<file path="config.mk">
export PLATFORM = sky130hd
export DESIGN_NAME = pmbus_reg_arbiter
export DESIGN_NICKNAME = d
export VERILOG_FILES = /design/src/rtl/pmbus_pkg.sv /design/src/rtl/pmbus_rr_arb2.sv /design/src/rtl/pmbus_reg_arbiter.sv
export SDC_FILE = /design/constraint.sdc
export NUM_CORES = 1
export LEC_CHECK = 0
export CORE_ASPECT_RATIO = 1.1
export CORE_MARGIN = 4
export CORE_UTILIZATION = 44
export DETAILED_ROUTE_END_ITERATION = 10
export GPL_ROUTABILITY_DRIVEN = 0
export GPL_TIMING_DRIVEN = 0
export PLACE_DENSITY = 0.86
export SLEW_MARGIN = 20
export SYNTH_ARGS = -nofsm -noshare
export SYNTH_HDL_FRONTEND = slang
export SYNTH_SLANG_ARGS = --single-unit
export TNS_END_PERCENT = 1
</file>
<file path="constraint.sdc">
create_clock -name CLOCK -period 2.4 [get_ports CLOCK]
set_input_delay 0.6 -clock CLOCK [delete_from_list [all_inputs] [get_ports CLOCK]]
set_output_delay 0.6 -clock CLOCK [all_outputs]
set_load 0.05 [all_outputs]
</file>
<file path="src/rtl/pmbus_pkg.sv">
// pmbus_pkg: shared types and constants for the PMBus register arbiter.
//   t_arb_states            arbiter FSM states
//   PMBUS_CMD_WRITE_PROTECT PMBus WRITE_PROTECT command code / register address
//   PMBUS_TIMEOUT_FILL      read data returned for a timed-out access (all-ones)
//   REQ_SMB / REQ_SEQ       requester index in the one-hot grant vectors
package pmbus_pkg;

  typedef enum logic [1:0] {
    ST_IDLE  = 2'd0,
    ST_ISSUE = 2'd1,
    ST_RESP  = 2'd2
  } t_arb_states;

  localparam logic [7:0] PMBUS_CMD_WRITE_PROTECT = 8'h10;

  // Wide enough for MAX_BYTES up to 16; users slice the low MAX_BYTES*8 bits.
  localparam int                      PMBUS_MAX_DW       = 128;
  localparam logic [PMBUS_MAX_DW-1:0] PMBUS_TIMEOUT_FILL = '1;

  localparam int REQ_SMB = 0;
  localparam int REQ_SEQ = 1;

endpackage

</file>
<file path="src/rtl/pmbus_rr_arb2.sv">
// pmbus_rr_arb2: two-way round-robin grant with a last-grant pointer.
//   gclk, grst_n  clock, async active-low reset
//   req_i[1:0]    request vector (bit0 SMB, bit1 SEQ)
//   upd_i         strobe: record upd_gnt_i as the last grant
//   upd_gnt_i     one-hot grant that just completed
//   gnt_o[1:0]    one-hot combinational grant for the current requests
// After reset the pointer says SEQ was last, so SMB wins the first tie.
module pmbus_rr_arb2 (
  input  logic       gclk,
  input  logic       grst_n,
  input  logic [1:0] req_i,
  input  logic       upd_i,
  input  logic [1:0] upd_gnt_i,
  output logic [1:0] gnt_o
);

  logic last_seq_q, last_seq_d;

  always_comb begin
    last_seq_d = last_seq_q;
    if (upd_i) last_seq_d = upd_gnt_i[1];
  end

  always_ff @(posedge gclk or negedge grst_n) begin
    if (!grst_n) last_seq_q <= 1'b1;
    else         last_seq_q <= last_seq_d;
  end

  always_comb begin
    gnt_o = 2'b00;
    case (req_i)
      2'b01:   gnt_o = 2'b01;
      2'b10:   gnt_o = 2'b10;
      2'b11:   gnt_o = last_seq_q ? 2'b01 : 2'b10;
      default: gnt_o = 2'b00;
    endcase
  end

endmodule

</file>
<file path="src/rtl/pmbus_reg_arbiter.sv">
// pmbus_reg_arbiter: shares one Avalon-MM register target between the PMBus
// slave bridge (SMB_*) and the power-sequencer master (SEQ_*).
//   CLOCK, RESET_N          clock, async active-low reset
//   SMB_*                   PMBus bridge localbus (command code = address)
//   SEQ_*                   sequencer local master
//   AV_*                    downstream Avalon-MM target
//   ERR_CLEAR               clears sticky error flags (a same-cycle set wins)
//   ERR_TIMEOUT/ERR_PROTECT sticky error flags
// Build option: define PMBUS_WRITE_PROTECT_EN to enable the WRITE_PROTECT
// (command 0x10) register that blocks PMBus writes while bit 7 is set.
// Every output is a register, so async reset returns all of them at once.
module pmbus_reg_arbiter
  import pmbus_pkg::*;
#(
  parameter int MAX_BYTES    = 2,
  parameter int TIMEOUT_CLKS = 1024
) (
  input  logic                   CLOCK,
  input  logic                   RESET_N,
  input  logic [7:0]             SMB_COMMAND,
  input  logic [MAX_BYTES-1:0]   SMB_BYTEEN,
  input  logic                   SMB_READ,
  input  logic                   SMB_WRITE,
  input  logic [MAX_BYTES*8-1:0] SMB_WRITEDATA,
  output logic                   SMB_WAITREQUEST,
  output logic [MAX_BYTES*8-1:0] SMB_READDATA,
  input  logic [7:0]             SEQ_ADDRESS,
  input  logic [MAX_BYTES-1:0]   SEQ_BYTEEN,
  input  logic                   SEQ_READ,
  input  logic                   SEQ_WRITE,
  input  logic [MAX_BYTES*8-1:0] SEQ_WRITEDATA,
  output logic                   SEQ_WAITREQUEST,
  output logic [MAX_BYTES*8-1:0] SEQ_READDATA,
  output logic [7:0]             AV_ADDRESS,
  output logic [MAX_BYTES-1:0]   AV_BYTEEN,
  output logic                   AV_READ,
  output logic                   AV_WRITE,
  output logic [MAX_BYTES*8-1:0] AV_WRITEDATA,
  input  logic                   AV_WAITREQUEST,
  input  logic [MAX_BYTES*8-1:0] AV_READDATA,
  input  logic                   ERR_CLEAR,
  output logic                   ERR_TIMEOUT,
  output logic                   ERR_PROTECT
);

  localparam int          DW      = MAX_BYTES * 8;
  localparam logic [15:0] TO_LAST = 16'(TIMEOUT_CLKS - 1);

  t_arb_states             state_q, state_d;
  logic [1:0]              gnt_q, gnt_d;
  logic [15:0]             cnt_q, cnt_d;
  logic [7:0]              addr_q, addr_d;
  logic [MAX_BYTES-1:0]    be_q, be_d;
  logic [DW-1:0]           wdata_q, wdata_d;
  logic                    rd_q, rd_d, wr_q, wr_d;
  logic [1:0][DW-1:0]      rdata_q, rdata_d;   // [REQ_SMB], [REQ_SEQ]
  logic [1:0]              wait_q, wait_d;     // per-requester waitrequest
  logic                    err_to_q, err_to_d;

  logic [1:0]              req, arb_gnt;
  logic                    upd;
  logic                    sel_seq;
  logic                    req_wr;
  logic                    smb_blocked;

  // Read+write together counts as a write.
  assign req     = {SEQ_READ | SEQ_WRITE, SMB_READ | SMB_WRITE};
  assign sel_seq = arb_gnt[REQ_SEQ];
  assign req_wr  = sel_seq ? SEQ_WRITE : SMB_WRITE;

  pmbus_rr_arb2 u_arb (
    .gclk      (CLOCK),
    .grst_n    (RESET_N),
    .req_i     (req),
    .upd_i     (upd),
    .upd_gnt_i (gnt_q),
    .gnt_o     (arb_gnt)
  );

`ifdef PMBUS_WRITE_PROTECT_EN
  logic [7:0] wp_q;
  logic       wp_we;
  logic       err_prot_q;

  // The WRITE_PROTECT command itself is always let through so it can be undone.
  assign smb_blocked = wp_q[7] && SMB_WRITE && (SMB_COMMAND != PMBUS_CMD_WRITE_PROTECT);
  assign wp_we       = (state_q == ST_IDLE) && arb_gnt[REQ_SMB] && SMB_WRITE &&
                       (SMB_COMMAND == PMBUS_CMD_WRITE_PROTECT) && SMB_BYTEEN[0];

  always_ff @(posedge CLOCK or negedge RESET_N) begin
    if (!RESET_N) begin
      wp_q       <= '0;
      err_prot_q <= 1'b0;
    end else begin
      if (wp_we) wp_q <= SMB_WRITEDATA[7:0];
      if ((state_q == ST_IDLE) && arb_gnt[REQ_SMB] && smb_blocked) err_prot_q <= 1'b1;
      else if (ERR_CLEAR)                                          err_prot_q <= 1'b0;
    end
  end

  assign ERR_PROTECT = err_prot_q;
`else
  assign smb_blocked = 1'b0;
  assign ERR_PROTECT = 1'b0;
`endif

  always_comb begin
    state_d  = state_q;
    gnt_d    = gnt_q;
    cnt_d    = cnt_q;
    addr_d   = addr_q;
    be_d     = be_q;
    wdata_d  = wdata_q;
    rd_d     = rd_q;
    wr_d     = wr_q;
    rdata_d  = rdata_q;
    wait_d   = 2'b11;
    err_to_d = ERR_CLEAR ? 1'b0 : err_to_q;
    upd      = 1'b0;

    case (state_q)
      ST_IDLE: begin
        if (|req) begin
          gnt_d = arb_gnt;
          if (arb_gnt[REQ_SMB] && smb_blocked) begin
            // Blocked write: complete to the bridge without touching the target.
            wait_d[REQ_SMB] = 1'b0;
            state_d         = ST_RESP;
          end else begin
            addr_d  = sel_seq ? SEQ_ADDRESS   : SMB_COMMAND;
            be_d    = sel_seq ? SEQ_BYTEEN    : SMB_BYTEEN;
            wdata_d = sel_seq ? SEQ_WRITEDATA : SMB_WRITEDATA;
            wr_d    = req_wr;
            rd_d    = !req_wr;
            cnt_d   = '0;
            state_d = ST_ISSUE;
          end
        end
      end

      ST_ISSUE: begin
        cnt_d = cnt_q + 16'd1;
        if (!AV_WAITREQUEST) begin
          rdata_d[gnt_q[REQ_SEQ]] = AV_READDATA;
          rd_d                    = 1'b0;
          wr_d                    = 1'b0;
          wait_d                  = ~gnt_q;
          state_d                 = ST_RESP;
        end else if (cnt_q == TO_LAST) begin
          rdata_d[gnt_q[REQ_SEQ]] = PMBUS_TIMEOUT_FILL[DW-1:0];
          rd_d                    = 1'b0;
          wr_d                    = 1'b0;
          wait_d                  = ~gnt_q;
          err_to_d                = 1'b1;
          state_d                 = ST_RESP;
        end
      end

      ST_RESP: begin
        upd     = 1'b1;
        cnt_d   = '0;
        state_d = ST_IDLE;
      end

      default: state_d = ST_IDLE;
    endcase
  end

  always_ff @(posedge CLOCK or negedge RESET_N) begin
    if (!RESET_N) begin
      state_q  <= ST_IDLE;
      gnt_q    <= '0;
      cnt_q    <= '0;
      addr_q   <= '0;
      be_q     <= '0;
      wdata_q  <= '0;
      rd_q     <= 1'b0;
      wr_q     <= 1'b0;
      rdata_q  <= '0;
      wait_q   <= 2'b11;
      err_to_q <= 1'b0;
    end else begin
      state_q  <= state_d;
      gnt_q    <= gnt_d;
      cnt_q    <= cnt_d;
      addr_q   <= addr_d;
      be_q     <= be_d;
      wdata_q  <= wdata_d;
      rd_q     <= rd_d;
      wr_q     <= wr_d;
      rdata_q  <= rdata_d;
      wait_q   <= wait_d;
      err_to_q <= err_to_d;
    end
  end

  assign SMB_WAITREQUEST = wait_q[REQ_SMB];
  assign SEQ_WAITREQUEST = wait_q[REQ_SEQ];
  assign SMB_READDATA    = rdata_q[REQ_SMB];
  assign SEQ_READDATA    = rdata_q[REQ_SEQ];
  assign AV_ADDRESS      = addr_q;
  assign AV_BYTEEN       = be_q;
  assign AV_WRITEDATA    = wdata_q;
  assign AV_READ         = rd_q;
  assign AV_WRITE        = wr_q;
  assign ERR_TIMEOUT     = err_to_q;

endmodule

</file>
==> results by stage <==
Run status:
- The run finished with clean final reports.

Drt:
- Once detail routing completed, the nets flagged for antenna violations numbered 0.
- The final routed wire length divided by cell count is 17.7 µm.
- The number of remaining DRC errors is 0.
- Before antenna repair, the detailed router went through 4 iterations.
- The routed via count is 3,275.
- For this block, the routed nets add up to ~11,000 µm of wire.
- Using the TritonRoute via totals, the vias-per-cell ratio works out to roughly 5.4.
- The number of DRC violations after detailed-routing iteration 0 is 184.

Final layout:
- The final layout net count is 565.
- The count of antenna diodes in the layout is 0.
- The post-route core utilization is about two thirds.
- The proportion of layout cells with a drive suffix above 1 is approximately 8.9%.
- The finished cells cover 0.00540 mm².
- Compared with the post-synthesis result, the final layout area differs by 49.1%.

Floorplan:
- The number of placement rows is 34.
- The effective utilization at floorplan is 45.5%.
- The die covers 0.00975 mm².
- The chip height is between 100 and 150 µm.
- The floorplan step set the die width to 94.5 µm.
- The count of boundary I/O pins is 140.
- The total core area is just under 0.008 mm².

Critical path:
- The combined buffer and inverter count along the critical path is 1.
- The capturing element type of the critical path is a primary output.
- The dominant delay contributor by cell family on the critical path is buffers and inverters.
- For this run, the slowest stage of the critical path takes 0.82 ns.
- The critical path required time is 1.80 ns.
- The worst setup path is of the reg -> out kind.
- The cell with the largest stage delay on the worst path is sky130_fd_sc_hd__clkdlybuf4s50_1.
- The worst register-to-register path ends at SEQ_READDATA[8]$_DFFE_PN0P_.
- The startpoint type of the worst setup path is a register.
- In this run the number of cells on the critical path is 1.
- For the worst flop-to-flop path, the logic depth is 6.
- The signal arrival time at the worst endpoint is 1.70 ns.
- In this run the worst path has a maximum fanout of 1.
- The startpoint of the most critical register-to-register path is cnt_q[0]$_DFFE_PN0P_.
- The critical path goes through clkdlybuf4s50_1.
- In this run the register-to-register setup slack is approximately 0.30 ns.

Clock tree:
- The root buffer selected by CTS is sky130_fd_sc_hd__clkbuf_8.
- The number of clock buffers inserted by TritonCTS is 9.
- The hold-fix buffer count after cts is 0.
- No sink is reached through more buffers than the 2 on the longest clock path.
- The source-to-sink clock delay at the later pin of the worst-skew pair is 0.35 ns.
- The clock transition at the registers of the reported paths is 0.09 ns.
- The number of sinks driven by the clock tree is 84.
- The maximum level of the CTS H-tree is 3.
- The CTS tree is yes.

Pwr:
- The clock network is responsible for 14.7% of the overall power.
- In this run, the combinational gates consume 55.9% of the power.
- The switching power is 3.74 mW.
- The static power due to leakage is 2.15 nW.
- The part of the power in registers is between 20 and 30%.
- Of the total power, the share spent switching nets is between 40% and 50%.
- The power density over the cells is between 1000 and 1500 mW/mm².
- Cell internal power was estimated by the tool at 4.10 mW.
- The total power after layout is 7.84 mW.
- VDD sags by at most 0.000842 V.

STA:
- Across the routed clock network, the largest skew measured is 0.00993 ns.
- The number of pins exceeding their max-slew limit in the final report was 0.
- The transition time at the pin with the least slew margin is approximately 0.80 ns.
- Setup violations remaining at the end of the flow were counted as 0.
- The final hold violation count is 0.
- In this run the tightest slew margin relative to its limit is 46.6%.
- The time the worst path needs with I/O delays and setup is between 2 and 2.5 ns.
- The final hold slack is 0.155 ns.
- Setup repair after global routing left no endpoint under its margin.
- The share of the clock period used by the worst path after layout is 95.7%.
- Derived from the worst setup path, the maximum achievable clock frequency is 436 MHz.

Yosys:
- The post-synthesis simple-gate area fraction is about 13%.
- The most common cell in the synthesized netlist is sky130_fd_sc_hd__dfrtp_1.
- The cell count after synthesis came out at 339.
- The number of nets handed over by synthesis was 416.
- Summing the sequential cell areas from Yosys gives 58.1% of the chip area.
- sky130_fd_sc_hd__dfrtp_1 takes more of the synthesized area than any other cell.
- The cell area that synthesis handed to floorplanning was 0.00362 mm².
- After synthesis, the cell types taking the most area are sky130_fd_sc_hd__dfrtp_1 56%, sky130_fd_sc_hd__o22a_1 8.0%, sky130_fd_sc_hd__o22ai_1 5.0%, sky130_fd_sc_hd__o21ai_0 5.0%, sky130_fd_sc_hd__nand2_1 4.0%.
- By area, the combinational part of the netlist is dominated by compound AO/OA/AOI/OAI gates.
- The fraction of registers with async set/reset is 100%.
- The count of flip-flops with a built-in enable after synthesis is 0.
- The average size of a mapped cell is 10.7 µm².
- The post-synthesis compound-gate area fraction is between 20% and 30%.
- The Yosys step of the flow raised 0 warnings.
- After Yosys synthesis, full adders, half adders and majority gates account for 0.345% of the synthesized area.
- The multiplexer area fraction after synthesis is less than 1%.
- The commonest cells after synthesis are 81 x sky130_fd_sc_hd__dfrtp_1, 39 x sky130_fd_sc_hd__nand2_1, 36 x sky130_fd_sc_hd__o21ai_0.
- Among all flip-flop cells after synthesis, the most frequent one is sky130_fd_sc_hd__dfrtp_1.
- The synthesized netlist devotes 0% of its cell area to XOR and XNOR gates.
- The count of cell types in the netlist is 45.
- The area share of the leading cell type in the synthesized netlist is 56.0%.
- After synthesis the netlist holds a flip-flop and latch count of 84.

Flow run:
- Max-cap violations in this run came to 0.

Global route:
- The met1 routing resource usage after global routing is 27.4%.
- The number of global-route vias before repair is 3,322.
- After global routing, the most crowded layer is met2.
- The total grt overflow is 0.
- Entering global routing, the biggest net connects 60 pins.
- Global routing used 22.1% of the available tracks.
- The met3 usage in global routing is 4.31%.
- The global-route wire length before repair is about 17,000 µm.
- The initial antenna violation count is 0.
- In the global route stage, met2 resource usage came out at 38.8%.

Placed design:
- The count of buffers inserted at the top-level ports is 138.
- Summed over all nets, the half-perimeter wirelength after detailed placement is just over 8000 µm.
- The cell area after placement is 0.00516 mm².

Worst hold path:
- The tightest min-delay check is of the in -> async type.
-- worst max-delay path by stage --
stage | startpoint | endpoint | slack [ns]
after floorplan | SMB_READ | cnt_q[8]$_DFFE_PN0P_ | 0.55
after global placement | RESET_N | AV_WRITEDATA[11]$_DFFE_PN0P_ | -2.17
after detailed placement | SMB_READ | AV_WRITEDATA[12]$_DFFE_PN0P_ | -0.23
after CTS | wait_q[0]$_DFF_PN1_ | SMB_WAITREQUEST | 0.1
after global routing | SEQ_WRITE | AV_WRITEDATA[12]$_DFFE_PN0P_ | 0.002
final | wait_q[0]$_DFF_PN1_ | SMB_WAITREQUEST | 0.10
-- routing by layer --
metal	part of all wire (%)	wire (µm)
met2	51	5470
met4	1.7	177
met1	39	4160
met3	7.7	815
met5	0	0
-- metrics by stage --
stage	setup TNS, ns	std cells	setup WS (ns)
after floorplan	0	339	0.554
after global placement	-182.53	585	-2.17
after detailed placement	-6.05	586	-0.227
after CTS	0	602	0.100
after global routing	0	601	0.00235
final	0	601	0.104
-- state kept, by name, summed over array words and instances, names as in the netlist, 2 cells and up --
register      count
AV_WRITEDATA     16
AV_BYTEEN         2
SEQ_READDATA     16
wait_q            2
SMB_READDATA     16
gnt_q             2
state_q           2
cnt_q            16
AV_ADDRESS        8
-- layout make-up --
cell class / count / area, µm²
Timing Repair Buffer: 139 / 1410
Sequential cell: 84 / 2110
Clock inverter: 6 / 96.3
Fill cell: 613 / 2550
Buffer: 23 / 121
Clock buffer: 10 / 138
Inverter: 3 / 11.3
Tap cell: 108 / 135
Multi-Input combinational cell: 228 / 1390
-- power groups by stage --
| stage | clock, mW | combinational (mW) | sequential (mW) |
|---|---|---|---|
| 2_1_floorplan | 0 | 1.13 | 3.99 |
| 3_3_place_gp | 0 | 4.29 | 2.30 |
| 3_5_place_dp | 0 | 4.39 | 2.33 |
| 4_1_cts | 1.17 | 4.41 | 2.31 |
| 5_1_grt | 1.23 | 4.66 | 2.38 |
| 6_report | 1.15 | 4.38 | 2.31 |
-- placed cells by master (no fill, tap or decap), drive strengths merged, types with 2 or more instances in the layout --
master,Yosys,routed
nand2b,2,2
and4,4,4
or3,3,3
o211ai,3,3
bufinv,0,2
nand2,39,39
nand3,11,11
o21bai,2,2
o22ai,29,29
clkbuf,11,21
a31oi,3,3
inv,3,4
or4,2,2
o22a,33,33
a21oi,15,15
clkdlybuf4s50,0,137
dfstp,3,3
a211oi,2,2
and3,2,2
and2,3,3
o21ai,38,38
clkinv,0,2
buf,13,14
nor3b,2,2
mux2i,2,2
dfrtp,81,81
nand4,5,5
or2,2,2
nor3,2,2
nor2,14,14
nor2b,3,3
-- logic make-up after synthesis --
logic type      count (synthesis)
buf+inv                        27
mux                             3
flops                          84
simple gates                   95
compound gates                128
fa+ha+maj                       1
other cells                     1
-- what timing repair did --
action / in CTS / in global routing
endpoints found under the setup margin: 0 / 14
resized for setup: 0 / 7
buffers inserted: 0 / 0
Note: power is estimated with default switching activity, not from simulation.
